--- src/rtl/uart_tx_arbiter_if.sv ---
// Memory-style bus between the arbiter (master) and the shared UART transmitter (slave).
// mem_rdata[0] reports "transmit buffer empty" on status reads.
interface uart_tx_arbiter_if;
    logic        uart_enable;
    logic        mem_valid;
    logic        mem_ready;
    logic        mem_instr;
    logic [3:0]  mem_wstrb;
    logic [31:0] mem_wdata;
    logic [31:0] mem_addr;
    logic [31:0] mem_rdata;

    modport master (
        output uart_enable,
        output mem_valid,
        output mem_instr,
        output mem_wstrb,
        output mem_wdata,
        output mem_addr,
        input  mem_ready,
        input  mem_rdata
    );

    modport slave (
        input  uart_enable,
        input  mem_valid,
        input  mem_instr,
        input  mem_wstrb,
        input  mem_wdata,
        input  mem_addr,
        output mem_ready,
        output mem_rdata
    );
endinterface

--- src/rtl/uart_tx_arbiter.sv ---
// Round-robin arbiter sharing one UART transmitter among NUM_REQ byte streams, with
// packet locking and a poll-then-write sequence so each byte lands in an empty buffer.
module uart_tx_arbiter #(
    parameter int unsigned NUM_REQ      = 2,
    parameter logic [31:0] UART_ADDR    = 32'h0200_0000,
    parameter int unsigned LOCK_TIMEOUT = 1024
) (
    input  logic                   clk,
    input  logic                   resetn,
    input  logic [NUM_REQ-1:0]     req_valid,
    input  logic [8*NUM_REQ-1:0]   req_data,
    input  logic [NUM_REQ-1:0]     req_last,
    output logic [NUM_REQ-1:0]     req_ready,
    uart_tx_arbiter_if.master      mem,
    output logic                   busy,
    output logic [1:0]             grant_id
);

    localparam int unsigned    CNT_W    = (LOCK_TIMEOUT > 1) ? $clog2(LOCK_TIMEOUT + 1) : 1;
    localparam logic [CNT_W-1:0] CNT_LAST = (LOCK_TIMEOUT > 0) ? CNT_W'(LOCK_TIMEOUT - 1) : '0;
    localparam logic [2:0]     NREQ3    = 3'(NUM_REQ);
    localparam logic [1:0]     LAST_IDX = 2'(NUM_REQ - 1);

    typedef enum logic [1:0] {
        IDLE,
        POLL,
        WRITE,
        GAP
    } state_e;

    state_e             state_q, state_d;
    state_e             after_gap_q, after_gap_d;
    logic [7:0]         hold_q, hold_d;
    logic               lock_q, lock_d;
    logic [1:0]         owner_q, owner_d;
    logic [1:0]         rr_ptr_q, rr_ptr_d;
    logic [CNT_W-1:0]   cnt_q, cnt_d;
    logic [1:0]         grant_q, grant_d;
    logic [NUM_REQ-1:0] req_ready_q, req_ready_d;
    logic               mem_valid_q, mem_valid_d;
    logic [3:0]         mem_wstrb_q, mem_wstrb_d;
    logic               busy_q, busy_d;

    logic               owner_valid;
    logic               lock_eff;
    logic [NUM_REQ-1:0] eligible;
    logic               win_found;
    logic [1:0]         win_idx;
    logic [2:0]         pos;

    // Only the buffer-empty flag of the status word carries meaning.
    logic unused_rdata;
    assign unused_rdata = ^mem.mem_rdata[31:1];

    always_comb begin
        state_d     = state_q;
        after_gap_d = after_gap_q;
        hold_d      = hold_q;
        lock_d      = lock_q;
        owner_d     = owner_q;
        rr_ptr_d    = rr_ptr_q;
        cnt_d       = cnt_q;
        grant_d     = grant_q;
        req_ready_d = '0;
        owner_valid = 1'b0;
        lock_eff    = lock_q;
        eligible    = '0;
        win_found   = 1'b0;
        win_idx     = '0;
        pos         = '0;

        for (int unsigned i = 0; i < NUM_REQ; i++) begin
            if (owner_q == 2'(i)) owner_valid = req_valid[i];
        end

        unique case (state_q)
            IDLE: begin
                // An expiring lock reopens arbitration in this same cycle.
                if (lock_q && !owner_valid && (LOCK_TIMEOUT != 0)) begin
                    if (cnt_q == CNT_LAST) begin
                        lock_eff = 1'b0;
                        lock_d   = 1'b0;
                        cnt_d    = '0;
                    end else begin
                        cnt_d = cnt_q + 1'b1;
                    end
                end

                for (int unsigned i = 0; i < NUM_REQ; i++) begin
                    eligible[i] = req_valid[i] && (!lock_eff || (owner_q == 2'(i)));
                end

                for (int unsigned k = 0; k < NUM_REQ; k++) begin
                    pos = {1'b0, rr_ptr_q} + 3'(k);
                    if (pos >= NREQ3) pos = pos - NREQ3;
                    for (int unsigned i = 0; i < NUM_REQ; i++) begin
                        if (!win_found && (pos == 3'(i)) && eligible[i]) begin
                            win_found = 1'b1;
                            win_idx   = 2'(i);
                        end
                    end
                end

                if (win_found) begin
                    for (int unsigned i = 0; i < NUM_REQ; i++) begin
                        if (win_idx == 2'(i)) begin
                            req_ready_d[i] = 1'b1;
                            hold_d         = req_data[8*i +: 8];
                            lock_d         = !req_last[i];
                        end
                    end
                    owner_d  = win_idx;
                    grant_d  = win_idx;
                    rr_ptr_d = (win_idx == LAST_IDX) ? 2'd0 : win_idx + 2'd1;
                    cnt_d    = '0;
                    state_d  = POLL;
                end
            end

            POLL: begin
                if (mem.mem_ready) begin
                    after_gap_d = mem.mem_rdata[0] ? WRITE : POLL;
                    state_d     = GAP;
                end
            end

            WRITE: begin
                if (mem.mem_ready) begin
                    after_gap_d = IDLE;
                    state_d     = GAP;
                end
            end

            GAP: begin
                if (!mem.mem_ready) state_d = after_gap_q;
            end

            default: state_d = IDLE;
        endcase

        mem_valid_d = (state_d == POLL) || (state_d == WRITE);
        mem_wstrb_d = (state_d == WRITE) ? 4'b0001 : 4'b0000;
        busy_d      = (state_d != IDLE);
    end

    always_ff @(posedge clk or negedge resetn) begin
        if (!resetn) begin
            state_q     <= IDLE;
            after_gap_q <= IDLE;
            hold_q      <= '0;
            lock_q      <= 1'b0;
            owner_q     <= '0;
            rr_ptr_q    <= '0;
            cnt_q       <= '0;
            grant_q     <= '0;
            req_ready_q <= '0;
            mem_valid_q <= 1'b0;
            mem_wstrb_q <= '0;
            busy_q      <= 1'b0;
        end else begin
            state_q     <= state_d;
            after_gap_q <= after_gap_d;
            hold_q      <= hold_d;
            lock_q      <= lock_d;
            owner_q     <= owner_d;
            rr_ptr_q    <= rr_ptr_d;
            cnt_q       <= cnt_d;
            grant_q     <= grant_d;
            req_ready_q <= req_ready_d;
            mem_valid_q <= mem_valid_d;
            mem_wstrb_q <= mem_wstrb_d;
            busy_q      <= busy_d;
        end
    end

    assign req_ready       = req_ready_q;
    assign busy            = busy_q;
    assign grant_id        = grant_q;
    assign mem.mem_valid   = mem_valid_q;
    assign mem.uart_enable = mem_valid_q;
    assign mem.mem_instr   = 1'b0;
    assign mem.mem_wstrb   = mem_wstrb_q;
    assign mem.mem_wdata   = {24'b0, hold_q};
    assign mem.mem_addr    = UART_ADDR;

endmodule

--- src/flat_wrapper.sv ---
// flat-port wrapper written by rule: the top's interface ports become plain ports
module uart_tx_arbiter_flat 
#(
    parameter int unsigned NUM_REQ      = 2,
    parameter logic [31:0] UART_ADDR    = 32'h0200_0000,
    parameter int unsigned LOCK_TIMEOUT = 1024
)
  (clk, resetn, req_valid, req_data, req_last, req_ready, busy, grant_id, mem_uart_enable, mem_mem_valid, mem_mem_instr, mem_mem_wstrb, mem_mem_wdata, mem_mem_addr, mem_mem_ready, mem_mem_rdata);
  uart_tx_arbiter_if mem_i ();
  input  logic clk;
  input  logic resetn;
  input  logic [NUM_REQ-1:0] req_valid;
  input  logic [8*NUM_REQ-1:0] req_data;
  input  logic [NUM_REQ-1:0] req_last;
  output logic [NUM_REQ-1:0] req_ready;
  output logic busy;
  output logic [1:0] grant_id;
  output wire logic [$bits(mem_i.uart_enable)-1:0] mem_uart_enable;
  output wire logic [$bits(mem_i.mem_valid)-1:0] mem_mem_valid;
  output wire logic [$bits(mem_i.mem_instr)-1:0] mem_mem_instr;
  output wire logic [$bits(mem_i.mem_wstrb)-1:0] mem_mem_wstrb;
  output wire logic [$bits(mem_i.mem_wdata)-1:0] mem_mem_wdata;
  output wire logic [$bits(mem_i.mem_addr)-1:0] mem_mem_addr;
  input wire logic [$bits(mem_i.mem_ready)-1:0] mem_mem_ready;
  input wire logic [$bits(mem_i.mem_rdata)-1:0] mem_mem_rdata;
  assign mem_uart_enable = mem_i.uart_enable;
  assign mem_mem_valid = mem_i.mem_valid;
  assign mem_mem_instr = mem_i.mem_instr;
  assign mem_mem_wstrb = mem_i.mem_wstrb;
  assign mem_mem_wdata = mem_i.mem_wdata;
  assign mem_mem_addr = mem_i.mem_addr;
  assign mem_i.mem_ready = mem_mem_ready;
  assign mem_i.mem_rdata = mem_mem_rdata;
  uart_tx_arbiter #(.NUM_REQ(NUM_REQ), .UART_ADDR(UART_ADDR), .LOCK_TIMEOUT(LOCK_TIMEOUT)) u_core (.clk(clk), .resetn(resetn), .req_valid(req_valid), .req_data(req_data), .req_last(req_last), .req_ready(req_ready), .mem(mem_i), .busy(busy), .grant_id(grant_id));
endmodule
--- config.mk ---
export PLATFORM = sky130hd
export DESIGN_NAME = uart_tx_arbiter_flat
export DESIGN_NICKNAME = d
export VERILOG_FILES = /design/src/rtl/uart_tx_arbiter_if.sv /design/src/rtl/uart_tx_arbiter.sv /design/src/flat_wrapper.sv
export SDC_FILE = /design/constraint.sdc
export NUM_CORES = 1
export LEC_CHECK = 0
export ABC_CLOCK_PERIOD_IN_PS = 2000
export BUFFER_PORTS_ARGS = -buffer_cell sky130_fd_sc_hd__buf_2
export CAP_MARGIN = 20
export CORE_MARGIN = 4
export CORE_UTILIZATION = 35
export DETAILED_ROUTE_END_ITERATION = 10
export GPL_TIMING_DRIVEN = 0
export PLACE_DENSITY = 0.67
export SLEW_MARGIN = 20
export SYNTH_ARGS = -nofsm -noshare
export SYNTH_HDL_FRONTEND = slang
export SYNTH_SLANG_ARGS = --single-unit
--- constraint.sdc ---
create_clock -name clk -period 2 [get_ports clk]
set_input_delay 0.1 -clock clk [delete_from_list [all_inputs] [get_ports clk]]
set_output_delay 0.1 -clock clk [all_outputs]
set_load 0.03 [all_outputs]
# Word-level counts from Yosys, hierarchy flattened
# Index checks and enable logic that the tools add are counted.
totals:
  register_bits: 36
  inputBits: 55
classes:
  eq_ne: 12
  n_lt_le_gt_ge: 2
  mux: 43
  reduce_logical: 34
  add_sub_neg: 5
op_table:
  columns: ["op", "count"]
  rows:
  - ["$mux W11", 3]
  - ["$mux W1", 22]
  - ["$mux W2", 10]
  - ["$mux W8", 2]
  - ["$mux W3", 4]
  - ["$add A11 B1 Y11 const B", 1]
  - ["$eq A11 B10 Y1 const B", 1]
  - ["$logic_and A1 B1 Y1", 10]
  - ["$eq A2 B1 Y1 const B", 4]
  - ["$reduce_bool A2 Y1", 4]
  - ["$logic_not A1 Y1", 7]
  - ["$eq A2 B2 Y1 const B", 3]
  - ["$eq A3 B1 Y1 const B", 2]
  - ["$logic_not A2 Y1", 3]
  - ["$logic_not A3 Y1", 2]
  - ["$pmux W2 S3", 1]
  - ["$reduce_and A3 Y1", 2]
  - ["$ne A2 B2 Y1 const B", 2]
  - ["$pmux W2 S2", 1]
  - ["$reduce_and A2 Y1", 2]
  - ["$add A2 B1 Y3 const B", 1]
  - ["$ge A3 B2 Y1 const B", 1]
  - ["$logic_or A1 B1 Y1", 3]
  - ["$sub A2 B2 Y3 const B", 1]
  - ["other kinds (4)", 4]

# Logic depth before layout (Yosys ltp)
# Gate-level depths: netlist of the first run.
depth:
  depth_word: 32
  ltp_mapped: 9
  mapped_depth_nobuf: 9

# Least setup slack after synthesis of the first run
# No wires, ideal clock.
synth_timing:
  path_type: "register -> register"
  startpoint: "reg u_core.owner_q[0]"
  endpoint: "reg u_core.lock_q"
  setup_ps: 77
  path_slack_ps: 136
  path_stages_with_launch: 6
  path_buffers: 0
  t_arrival_ps: 1786
  cell_sequence: "dfrtp_1 nand2b_4 or3_1 o41ai_1 mux2_2 a21oi_1"
synth_between:
  elab_chain_cells: 32
  word_cells_on_any_way: 40
  cone_classes: "2 x eq/ne; 19 x mux; 19 x reduce/logical"
synth_lines:
  columns: ["element", "line", "rtl"]
  rows:
  - ["start, declared", "uart_tx_arbiter.sv:35", "logic [1:0] owner_q, owner_d;"]
  - ["start signal, assigned", "uart_tx_arbiter.sv:165", "owner_q <= owner_d;"]
  - ["$logic_not A2 Y1", "uart_tx_arbiter.sv:73, uart_tx_arbiter.sv:90", null]
  - ["$mux W1 (2 in series)", "uart_tx_arbiter.sv:73", "if (owner_q == 2'(i)) owner_valid = req_valid[i];"]
  - ["$logic_not A1 Y1", "uart_tx_arbiter.sv:79", "if (lock_q && !owner_valid && (LOCK_TIMEOUT != 0)) begin"]
  - ["$logic_and A1 B1 Y1", "uart_tx_arbiter.sv:79", null]
  - ["$mux W1", "uart_tx_arbiter.sv:79", null]
  - ["$mux W1", "uart_tx_arbiter.sv:76", "unique case (state_q)"]
  - ["$logic_not A1 Y1", "uart_tx_arbiter.sv:90", "eligible[i] = req_valid[i] && (!lock_eff || (owner_q == 2'(i)));"]
  - ["$logic_or A1 B1 Y1", "uart_tx_arbiter.sv:90", null]
  - ["[13 not listed]", null, null]
  - ["$mux W1", "uart_tx_arbiter.sv:76", null]
  - ["$logic_not A1 Y1", "uart_tx_arbiter.sv:97", "if (!win_found && (pos == 3'(i)) && eligible[i]) begin"]
  - ["$logic_and A1 B1 Y1 (2 in series)", "uart_tx_arbiter.sv:97", null]
  - ["$mux W1", "uart_tx_arbiter.sv:97", null]
  - ["$mux W2", "uart_tx_arbiter.sv:76", null]
  - ["$logic_not A2 Y1", "uart_tx_arbiter.sv:106", "if (win_idx == 2'(i)) begin"]
  - ["$mux W1 (2 in series)", "uart_tx_arbiter.sv:106", null]
  - ["$mux W1 (*)", "uart_tx_arbiter.sv:104", "if (win_found) begin"]
  - ["end signal, assigned", "uart_tx_arbiter.sv:164", "lock_q <= lock_d;"]
  - ["end, declared", "uart_tx_arbiter.sv:34", "logic lock_q, lock_d;"]
# Mark *: on every way between the ends. The rest lies on a longest branch, timed or not. The select of a mux whose other input is x is not followed.
# A chain may end at the register's enable or synchronous reset.

# Worst setup path in the final report of the first run
layout_timing:
  startpoint: "reg u_core.cnt_q[0]"
  endpoint: "reg u_core.mem_valid_q, in the netlist u_core.mem.mem_valid"
layout_between:
  elab_chain_cells: 29
  word_cells_on_any_way: 32
  cone_classes: "3 x eq/ne; 13 x mux; 16 x reduce/logical"
layout_lines:
  columns: ["element", "line", "rtl"]
  rows:
  - ["start, declared", "uart_tx_arbiter.sv:37", "logic [CNT_W-1:0] cnt_q, cnt_d;"]
  - ["start signal, assigned", "uart_tx_arbiter.sv:167", "cnt_q <= cnt_d;"]
  - ["$eq A11 B10 Y1 (*)", "uart_tx_arbiter.sv:80", "if (cnt_q == CNT_LAST) begin"]
  - ["$mux W1 (*)", "uart_tx_arbiter.sv:80", null]
  - ["$mux W1 (*)", "uart_tx_arbiter.sv:79", null]
  - ["$mux W1 (*)", "uart_tx_arbiter.sv:76", null]
  - ["$logic_not A1 Y1 (*)", "uart_tx_arbiter.sv:90", null]
  - ["$logic_or A1 B1 Y1", "uart_tx_arbiter.sv:90", null]
  - ["$logic_and A1 B1 Y1", "uart_tx_arbiter.sv:90", null]
  - ["$logic_and A1 B1 Y1", "uart_tx_arbiter.sv:97", null]
  - ["[13 not listed]", null, null]
  - ["$logic_and A1 B1 Y1 (2 in series)", "uart_tx_arbiter.sv:97", null]
  - ["$mux W1 (*)", "uart_tx_arbiter.sv:97", null]
  - ["$mux W1 (*)", "uart_tx_arbiter.sv:76", null]
  - ["$mux W2 (*)", "uart_tx_arbiter.sv:104", null]
  - ["$pmux W2 S3 (*)", "uart_tx_arbiter.sv:76", null]
  - ["$eq A2 B1 Y1 / $eq A2 B2 Y1 (equally long branches)", "uart_tx_arbiter.sv:141", "mem_valid_d = (state_d == POLL) || (state_d == WRITE);"]
  - ["$logic_or A1 B1 Y1 (*)", "uart_tx_arbiter.sv:141", null]
  - ["named net u_core.mem_valid_d", "uart_tx_arbiter.sv:40", "logic mem_valid_q, mem_valid_d;"]
  - ["end signal, assigned", "uart_tx_arbiter.sv:170", "mem_valid_q <= mem_valid_d;"]
  - ["end, declared", "uart_tx_arbiter.sv:40", null]
# The timed path passes the listed nets; every way through them passes the cells marked *. The select of a mux whose other input is x is not followed.

==> summary.txt, run 1 <==
Routing
  – DRC: 0
  – DR iter-0 viols: 36
  – Routed vias/inst: 4.14
  – Post-route antenna net violation count: 0
  – WL per Instance: around 11 um
  – Vias: ~1700
  – Routed WL: between 4000 and 5000 um
  – TritonRoute pass-1 iters: 4

STA
  – Final setup violation count: 0
  – Final Cycle Share: 93.8%
  – Hold_ws: between 0.015 and 0.02 ns
  – RSZ-0062 raised after global routing: false
  – Slew headroom: approximately 52%
  – Slew Viols, Final: 0
  – Slew @ Worst Pin: between 0.7 and 0.8 ns
  – Final WS setup: between 0.1 and 0.15 ns
  – Post-layout minimum cycle time: about 1.9 ns
  – Final Hold Viols: 0
  – Clk_skew: about 0.0054 ns
  – F_max: 533 MHz

Worst setup path
  – Top delay family on crit path: adder cells
  – FF-to-FF End: u_core.mem.mem_valid$_DFF_PN0_
  – Worst Path Buf+Inv: 0
  – CP Cell Sequence: ha_2 > nand4_2 > nor3_4 > o22ai_1 > a32o_1 > ha_1
  – CP max stage delay: ~0.40 ns
  – Reg2reg start: u_core.cnt_q[0]$_DFFE_PN0P_
  – Crit-path max FO: 5
  – Crit Path Category: reg2reg
  – Slowest-stage cell, CP: dfrtp_1
  – Data arrival, critical path: between 2 and 2.5 ns
  – Register-to-Register Path Depth: 6
  – CP Capture Type: flip-flop
  – R2R setup slack: between 0.1 and 0.15 ns
  – CP Data Required Time: 2.16 ns
  – Startpoint types: flip-flop

Pwr
  – Clock group share of total power: between 15 and 20%
  – Maximum VDD drop: approximately 0.77 mV
  – Power Dens Cells: roughly 1100 nW/um^2
  – Sw power: roughly 1.4 mW
  – LEAKAGE: around 1.6 nW
  – Sw frac: between 40% and 50%
  – Seq pwr share: a little under a third
  – Power Internal: roughly 1.8 mW
  – Comb pwr share: between 50% and 60%

Die
  – Cell Rows: 28
  – Die X: ~86 um
  – Die ar.: 7430 sq um
  – Ports: approximately 130
  – Initial Util: a little over a third
  – Core Region: 5920 sq um
  – Die Y: approximately 86 um

Clock tree
  – Clock root buffer master: clkbuf_8
  – Clk slew on worst S/H paths: about 0.060 ns
  – Clk_lat worst skew: 0.28 ns
  – Num CTS Buffers: 5
  – H-tree Lvls: 2
  – Clk sink count: 31
  – Clk buf depth: 2
  – CTS tree: built

Synthesis
  – Synth area leader: dfrtp_1
  – Area share of the largest cell type after synthesis: about 36%
  – Async SR Flop Fraction: between 90% and 100%
  – Post-synthesis sequential area ratio: between 30% and 40%
  – Flop and latch count out of synthesis: 31
  – Top cells by area, synth: dfrtp_1 36%, buf_4 22%, a22o_1 4.5%
  – Number of synthesized flops with an enable pin: 0
  – Synth warnings: 0
  – Synthesized area per cell: about 9.5 sq um
  – Ys flop type: dfrtp_1
  – Count of different cell masters after synthesis: 44
  – Synthesized cell area: 2140 sq um
  – Syn Inst Count: about 230

Final layout
  – Register area: between 700 and 800 sq um
  – Layout cells sized above 1: between 30% and 40%
  – Fill count: 569
  – Number of nets in the layout: 393
  – # diodes: 0
  – Area of the multi-input gates: roughly 1000 sq um
  – Post-Layout Inst Area: 2760 sq um
  – Synth-to-Final Area Change: 29.0%

Placed design
  – Dpl cell area: approximately 2600 sq um
  – Routability Congestion: between 0.8 and 0.9
  – Worst slack at placement: -0.110 ns
  – HPWL Detailed: around 3300 um
  – I/O Buffers: 36

Global route
  – Initial antenna violation count: 0
  – First-pass GRT wire length: 6710 um
  – Vias in the first global route: around 1500
  – All-layer global routing usage: between 10% and 20%
  – Pin count of the biggest net entering global routing: 32
  – Total congestion overflow: 0

Worst hold path
  – Hold Crit Start: req_data[10]
  – Hold path depth: 2
  – Hold WC Path Type: in2reg
  – Hold endpoint: u_core.hold_q[2]$_DFFE_PN0P_

Flow run
  – Number of max-cap violations: 0

Outcome
  – Run status: finished clean
## layout by cell type, fill, tap and decap left out, types with 2 or more instances in the layout
| master | count |
|---|---|
| a21o_1 | 11 |
| nand3_1 | 5 |
| dfrtp_1 | 31 |
| o21ai_0 | 9 |
| a22o_1 | 11 |
| nor3_1 | 2 |
| and2_1 | 2 |
| buf_2 | 38 |
| nor2b_1 | 3 |
| clkbuf_8 | 6 |
| buf_4 | 65 |
| o31ai_1 | 5 |
| inv_1 | 7 |
| nor2_1 | 7 |
| conb_1 | 61 |
| a31oi_1 | 3 |
| ha_1 | 6 |
| and4_1 | 2 |
| buf_6 | 3 |
| nand4_1 | 2 |
| a21oi_1 | 5 |
| nand2_1 | 19 |
## timing repair
action                                  4_1_cts  5_1_grt
hold endpoints to repair                     31        0
gates resized for setup                       3        1
pin swaps                                     1        1
endpoints found under the setup margin       13       11
hold buffers                                  1        0
buffers inserted                              1        1
cloned                                        0        0
## per-stage QoR
stage          setup TNS [ns]  instances  utilization, %  power, mW
2_1_floorplan               0        285               -       2.25
3_3_place_gp           -0.325        396            44.5       2.58
3_5_place_dp           -0.497        396            44.5       2.62
4_1_cts                     0        405            46.5       3.14
5_1_grt                     0        406            46.7       3.33
6_report                    0        406            46.7       3.11
## metal layers
metal / vias up / share of wire [%] / GRT usage (%)
met3: 5 / 7.8 / 3.23
li1: 871 / - / -
met4: 0 / 0.91 / 4.39
met2: 61 / 50 / 20.0
met5: - / 0 / 0
met1: 745 / 41 / 12.6
## cell families (layout without fill, tap and decap cells)
group / count (synthesis) / count (layout) / share of synthesized area, %
AO/OA/AOI/OAI: 56 / 56 / 19.4
buffers and inverters: 77 / 123 / 25.7
other: 2 / 61 / 0.351
AND/OR/NAND/NOR: 49 / 49 / 12.4
flip-flops: 31 / 31 / 36.2
adder cells (fa/ha/maj): 7 / 7 / 4.09
multiplexers: 2 / 2 / 0.994
XOR/XNOR: 2 / 2 / 0.818
## layout make-up
type | instances | share of cell area (%)
Clock inverter | 1 | 0.181
Multi-Input combinational cell | 177 | 38.0
Buffer | 69 | 18.9
Clock buffer | 6 | 2.99
Sequential cell | 31 | 28.1
Inverter | 8 | 1.09
Tap cell | 75 | 3.40
Timing Repair Buffer | 39 | 7.43
## Yosys cell counts (all sizes together) (2+ instances only)
| library cell | count |
|---|---|
| a21o | 11 |
| a21oi | 5 |
| a22o | 11 |
| a31oi | 3 |
| and2 | 2 |
| and4 | 2 |
| buf | 68 |
| conb | 2 |
| dfrtp | 31 |
| ha | 7 |
| inv | 8 |
| nand2 | 19 |
| nand3 | 5 |
| nand3b | 2 |
| nand4 | 3 |
| nor2 | 8 |
| nor2b | 3 |
| nor3 | 3 |
| o21ai | 10 |
| o31ai | 6 |
| o41ai | 2 |
## worst max path at each step
stage,end,start,depth (start not counted),slack (ns)
final,u_core.mem.mem_valid$_DFF_PN0_,u_core.cnt_q[0]$_DFFE_PN0P_,6,0.12
after global routing,u_core.mem.mem_valid$_DFF_PN0_,u_core.cnt_q[0]$_DFFE_PN0P_,6,0.001
after CTS,u_core.mem.mem_valid$_DFF_PN0_,u_core.cnt_q[0]$_DFFE_PN0P_,6,0.02
after detailed placement,u_core.lock_q$_DFFE_PN0P_,u_core.cnt_q[0]$_DFFE_PN0P_,5,-0.11
after global placement,u_core.mem.mem_valid$_DFF_PN0_,u_core.cnt_q[0]$_DFFE_PN0P_,6,-0.05
after floorplan,u_core.lock_q$_DFFE_PN0P_,u_core.owner_q[0]$_DFFE_PN0P_,5,0.14
## registers in the layout (all words and copies together) (netlist names), 2 cells and up
name and cells:
u_core.hold_q 8, u_core.cnt_q 11, u_core.state_q 2, u_core.after_gap_q 2, u_core.req_ready 2
## power by group through the flow
stage                     registers, mW  clock network, mW  logic, mW
after floorplan                    1.19                  0       1.06
after global placement            0.969                  0       1.61
after CTS                         0.967              0.506       1.66
after detailed placement          0.969                  0       1.65
after global routing              0.992              0.532       1.81
final                             0.967              0.484       1.66
No activity file was read; power rests on OpenSTA's default activity.
==> run 2, diff against run 1 <==
Settings changed: ABC_AREA set to 1, PLACE_DENSITY 0.67 to 0.66.
==> run 2 against run 1 <==
  * Global-route usage rose by 0.63 points
  * Sequential cell count stayed put
  * Count of clock-buffer cells in the layout shrank 1
  * Sequential power increased by 0.9%
  * Hold slack improved by 0.053 ns
  * Area after synthesis rose by 5.4%
  * Combinational power up 8%
  * Final cell count rose by 17%
  * Die area grew 4.9%
  * Critical endpoint unchanged
  * Highest routed layer unchanged
==> summary.txt, run 2 <==
Pwr
  – Maximum VDD drop: between 0.5 and 0.6 mV
  – LEAKAGE: about 1.7 nW
  – Power Dens Cells: 1110 nW/um^2

Placed design
  – Dpl cell area: about 2800 sq um
  – Routability Congestion: roughly 0.78
  – Worst slack at placement: -0.0291 ns
  – HPWL Detailed: roughly 3500 um
  – I/O Buffers: 38

STA
  – F_max: 529 MHz
  – Clk_skew: around 0.005 ns
  – Setup TNS: 0 ns
  – Post-layout minimum cycle time: 1.89 ns
  – Final WS setup: approximately 0.11 ns
  – Final setup violation count: 0
  – Slew @ Worst Pin: 0.699 ns
  – Final Cycle Share: 94.6%
  – Slew Viols, Final: 0
  – Slew headroom: around 53%
  – Final Hold Viols: 0
  – Hold_ws: 0.0724 ns

Worst setup path
  – CP max stage delay: ~0.37 ns
  – Crit Path Category: reg2reg
  – CP Cell Sequence: ha_2 > nand3_4 > nor2_4 > nand3_2 > nand3_2 > nand2_2 > nand2_4 > nand2_4 > nand2_1 > inv_1 > ha_1
  – Startpoint types: flip-flop
  – CP Capture Type: flip-flop
  – Data arrival, critical path: slightly above 2 ns
  – CP Data Required Time: around 2.2 ns
  – Slowest-stage cell, CP: dfrtp_1
  – Crit-path max FO: 7

Routing
  – Routed vias/inst: between 3 and 4
  – Vias: 1832
  – Routed WL: around 4500 um
  – DR iter-0 viols: between 60 and 70
  – WL per Instance: around 9.6 um
  – Post-route antenna net violation count: 0
  – TritonRoute pass-1 iters: 4
  – DRC: 0

Final layout
  – Max reg flops: 11
  – Area of the multi-input gates: about 1100 sq um
  – Top reg by flops: u_core.cnt_q
  – Most frequent cells in the layout: 68 x buf_4, 64 x nand2_1, 61 x conb_1
  – Synth-to-Final Area Change: 29.0%
  – Biggest regs: u_core.cnt_q (11), u_core.hold_q (8)
  – Fill count: just under 600
  – Layout cells sized above 1: 36.2%
  – Register area: roughly 780 sq um
  – Most common cell after layout, fill and taps aside: buf_4
  – Number of nets in the layout: approximately 460
  – Post-Layout Inst Area: slightly below 3000 sq um
  – # diodes: 0

Flow run
  – Number of max-cap violations: 0

Global route
  – Vias in the first global route: 1690
  – Initial antenna violation count: 0
  – Pin count of the biggest net entering global routing: 32
  – All-layer global routing usage: about an eighth
  – First-pass GRT wire length: approximately 7300 um
  – Total congestion overflow: 0

Clock tree
  – Clk buf depth: 2
  – CTS tree: built
  – Clk sink count: 31
  – Clk_lat worst skew: 0.28 ns
  – Clock root buffer master: clkbuf_8
  – H-tree Lvls: 2
  – Clk slew on worst S/H paths: 0.07 ns
  – Num CTS Buffers: 5

Synthesis
  – Area share of the largest cell type after synthesis: about a third
  – Count of different cell masters after synthesis: 29
  – Synth Area in Simple Gates: a little over a quarter
  – Top cells by area, synth: dfrtp_1 34%, buf_4 21%, nand2_1 11%
  – Flop and latch count out of synthesis: 31
  – Number of synthesized flops with an enable pin: 0
  – Syn Inst Count: roughly 290
  – Synth top cells by count: 64 x nand2_1, 62 x buf_4, 31 x dfrtp_1, 27 x inv_1, 20 x nand3_1
  – Mux cell area share after synthesis: 0.499%
  – Synth area leader: dfrtp_1
  – Largest family of logic cells by synthesized area: buffers and inverters
  – Post-synthesis sequential area ratio: approximately 34%
  – Synth Area in Compound Gates: under 10%
  – Ys flop type: dfrtp_1
  – Synth warnings: 0
  – Top-count cell post-synth: nand2_1
  – Async SR Flop Fraction: 100%
  – Synth Area in Adders: approximately 3.9%
  – Synthesized cell area: 2260 sq um
  – Synth Area in XOR/XNOR: less than 1%
  – Synthesized area per cell: about 7.9 sq um

Outcome
  – Run status: finished clean

Die
  – Initial Util: 37.0%
  – Ports: ~130
  – Die Y: around 88 um
  – Cell Rows: 28
  – Die X: about 90 um
  – Die ar.: between 7000 and 8000 sq um
  – Core Region: roughly 6100 sq um

Worst hold path
  – Hold WC Path Type: in2reg
==> run 2: changes by cell type after synthesis, sizes merged, moves of 6 or more <==
cell   change
a22o      -11
inv       +19
nand2     +60
o21ai      +6
a21o      -11
nand3     +21
==> run 2: final cells by class <==
type / instances / area share (%)
Clock inverter: 3 / 0.516
Multi-Input combinational cell: 219 / 37.4
Clock buffer: 5 / 2.36
Sequential cell: 31 / 26.6
Buffer: 67 / 17.6
Timing Repair Buffer: 45 / 8.42
Inverter: 28 / 3.78
Tap cell: 75 / 3.22
==> run 2: logic make-up after synthesis <==
kind of cell	count (synthesis)
DFF	31
buffers and inverters	95
and+or+nand+nor	124
xor gates and xnor gates	2
adders and majority gates	7
muxes	1
AOI/OAI and AO/OA	24
other	2
==> run 2: stage by stage <==
step	power (mW)	std cells	utilization, %
global route	3.50	473	47.8
CTS	3.27	469	47.1
floorplan	2.36	345	-
global placement	2.73	458	45.3
detailed placement	2.76	458	45.3
finish	3.23	473	47.8
==> run 2: routing by layer <==
layer / track usage [%] / routed length (um)
met1: 13.5 / 1910
met2: 20.6 / 2190
met3: 3.82 / 355
met4: 4.53 / 71
met5: 0 / 0
==> run 2: what timing repair did <==
action                                  CTS  global route
hold buffers                              1             0
buffers inserted                          2             4
resized for setup                         0             2
pin swaps                                 0             1
gates cloned                              0             0
endpoints found under the setup margin    1             3
endpoints found under the hold margin    31             0
==> run 2: worst max-delay path, delay by kind of cell, from the launching register on <==
kind,cells,cell delay (ns)
DFF,1,0.37
and+or+nand+nor,8,0.84
buffers and inverters,1,0.06
adders and majority gates,2,0.50
==> run 2: worst paths after layout <==
path | from | end | slack [ns] | cells after the start
min in group asynchronous | resetn | u_core.busy$_DFF_PN0_ | 0.40 | 2
worst min register to register | u_core.hold_q[6]$_DFFE_PN0P_ | u_core.hold_q[6]$_DFFE_PN0P_ | 0.49 | 2
worst min-delay path | mem_mem_rdata[0] | u_core.after_gap_q[1]$_DFFE_PN0P_ | 0.07 | 3
worst max register to register | u_core.cnt_q[0]$_DFFE_PN0P_ | u_core.mem.mem_valid$_DFF_PN0_ | 0.11 | 11
max in group asynchronous | resetn | u_core.hold_q[3]$_DFFE_PN0P_ | 1.14 | 2
worst max-delay path | u_core.cnt_q[0]$_DFFE_PN0P_ | u_core.mem.mem_valid$_DFF_PN0_ | 0.11 | 11
==> run 2: power breakdown <==
part	leakage [nW]	switching (mW)	internal, mW
Sequential	0.401	0.139	0.837
Combinational	1.30	1.17	0.613
Clock	0.0477	0.232	0.237
Total	1.74	1.54	1.69
==> run 3, diff against run 2 <==
Settings changed: PLACE_DENSITY 0.66 to 0.63.
==> run 3 against run 2 <==
  * Via count is 0.27% higher
  * Final area increased by 0.30%
  * Non-clock buffer count shrank 2
  * Global-route usage rose by 0.63 points
  * Register-to-register slack hardly changed
  * Setup slack worse by 0.012 ns
  * Critical endpoint unchanged
  * Largest cell class unchanged
  * Highest routed layer unchanged
==> summary.txt, run 3 (synthesis gave the netlist of run 2 again) <==
Die
  – Initial Util: 37.0%
  – Die ar.: slightly below 8000 sq um
  – Core Region: between 6000 and 7000 sq um
  – Die Y: between 80 and 90 um
  – Ports: 131
  – Cell Rows: 28
  – Die X: roughly 88 um

Global route
  – Vias in the first global route: roughly 1700
  – All-layer global routing usage: about an eighth
  – First-pass GRT wire length: 7650 um
  – Pin count of the biggest net entering global routing: 32
  – Total congestion overflow: 0
  – Initial antenna violation count: 0

Clock tree
  – H-tree Lvls: 2
  – Num CTS Buffers: 5
  – Clk slew on worst S/H paths: approximately 0.070 ns
  – Clk buf depth: 2
  – CTS tree: built
  – Clk_lat worst skew: about 0.28 ns
  – Clk sink count: 31
  – Clock root buffer master: clkbuf_8

Flow run
  – Number of max-cap violations: 0

STA
  – Slew Viols, Final: 0
  – Clk_skew: 0.00412 ns
  – Hold_ws: 0.0834 ns
  – Final Hold Viols: 0
  – RSZ-0062 raised after global routing: true
  – Final Cycle Share: 95.2%
  – F_max: about 530 MHz
  – Post-layout minimum cycle time: about 1.9 ns
  – Setup TNS: 0 ns
  – Slew headroom: 53.1%
  – Slew @ Worst Pin: a little over 0.7 ns
  – Final setup violation count: 0

Pwr
  – LEAKAGE: between 1.5 and 2 nW
  – Maximum VDD drop: between 0.5 and 0.6 mV
  – Power Dens Cells: roughly 1200 nW/um^2

Routing
  – Routed WL: about 4600 um
  – DRC: 0
  – Routed vias/inst: 3.90
  – Vias: roughly 1800
  – TritonRoute pass-1 iters: 4
  – Post-route antenna net violation count: 0
  – DR iter-0 viols: between 70 and 80
  – WL per Instance: 9.83 um

Final layout
  – Post-Layout Inst Area: roughly 2900 sq um
  – Max reg flops: 11
  – # diodes: 0
  – Number of nets in the layout: around 460
  – Layout Cells excl Fill: about 470
  – Area of the multi-input gates: between 1000 and 1500 sq um
  – Biggest regs: u_core.cnt_q (11), u_core.hold_q (8)
  – Final Util: 47.9%
  – Fill count: roughly 630
  – Layout cells sized above 1: between 30% and 40%
  – Top reg by flops: u_core.cnt_q
  – Most common cell after layout, fill and taps aside: buf_4
  – Most frequent cells in the layout: 66 x buf_4, 64 x nand2_1, 61 x conb_1
  – Synth-to-Final Area Change: 29.4%
  – Register area: between 700 and 800 sq um

Outcome
  – Run status: finished clean

Worst setup path
  – Data arrival, critical path: about 2.1 ns
  – Startpoint types: flip-flop
  – CP Capture Type: flip-flop
  – CP Data Required Time: around 2.2 ns
  – Crit-path max FO: 7
  – Crit Path Category: reg2reg

Placed design
  – I/O Buffers: 38
  – HPWL Detailed: ~3500 um
  – Dpl cell area: around 2800 sq um
  – Routability Congestion: between 0.7 and 0.8
  – Dpl cells: 458

Worst hold path
  – Hold WC Path Type: in2reg
run 3: final cells by class:
type / count / share of cell area [%]
Multi-Input combinational cell: 219 / 37.6
Sequential cell: 31 / 26.6
Buffer: 67 / 17.6
Timing Repair Buffer: 43 / 7.88
Inverter: 28 / 3.77
Clock buffer: 8 / 3.43
Tap cell: 75 / 3.21
run 3: per-layer routing:
layer	up-vias	routed length (um)	GRT usage [%]	part of all wire (%)
li1	991	-	-	-
met1	784	2050	15.9	44
met2	58	2200	19.9	47
met3	4	339	3.91	7.3
met4	0	38	4.53	0.82
met5	-	0	0	0
run 3: worst paths after layout:
kind	depth (start not counted)	startpoint	slack, ns	to
worst max-delay path	11	u_core.cnt_q[0]$_DFFE_PN0P_	0.1	u_core.mem.mem_valid$_DFF_PN0_
worst min-delay path	3	mem_mem_rdata[0]	0.08	u_core.after_gap_q[1]$_DFFE_PN0P_
worst max register to register	11	u_core.cnt_q[0]$_DFFE_PN0P_	0.1	u_core.mem.mem_valid$_DFF_PN0_
worst min register to register	2	u_core.hold_q[1]$_DFFE_PN0P_	0.48	u_core.hold_q[1]$_DFFE_PN0P_
max in group asynchronous	2	resetn	1.14	u_core.hold_q[0]$_DFFE_PN0P_
min in group asynchronous	2	resetn	0.41	u_core.cnt_q[9]$_DFFE_PN0P_
run 3: power by group:
part	internal, mW	switching [mW]
Sequential	0.837	0.144
Clock	0.314	0.239
Combinational	0.635	1.20
run 3: per-stage QoR:
stage	setup WS [ns]	total power [mW]
3_5_place_dp	-0.0700	2.77
4_1_cts	0.000721	3.35
6_report	0.0965	3.36
3_3_place_gp	-0.00772	2.74
2_1_floorplan	0.187	2.36
5_1_grt	-0.0290	3.65
run 3: timing repair:
item	4_1_cts	5_1_grt
setup buffers	2	2
endpoints found under the hold margin	31	0
setup endpoints to repair	2	6
hold buffers	1	0
pin swaps	0	1
resized for setup	0	4
run 3: critical path, cell delays in order (launching register included):
cell	delay, ns
dfrtp_1	0.39
ha_2	0.21
nand3_2	0.11
nor2_4	0.13
nand3_2	0.11
nand3_2	0.10
nand2_2	0.07
nand2_4	0.13
nand2_8	0.10
nand2_1	0.09
inv_1	0.06
ha_1	0.28
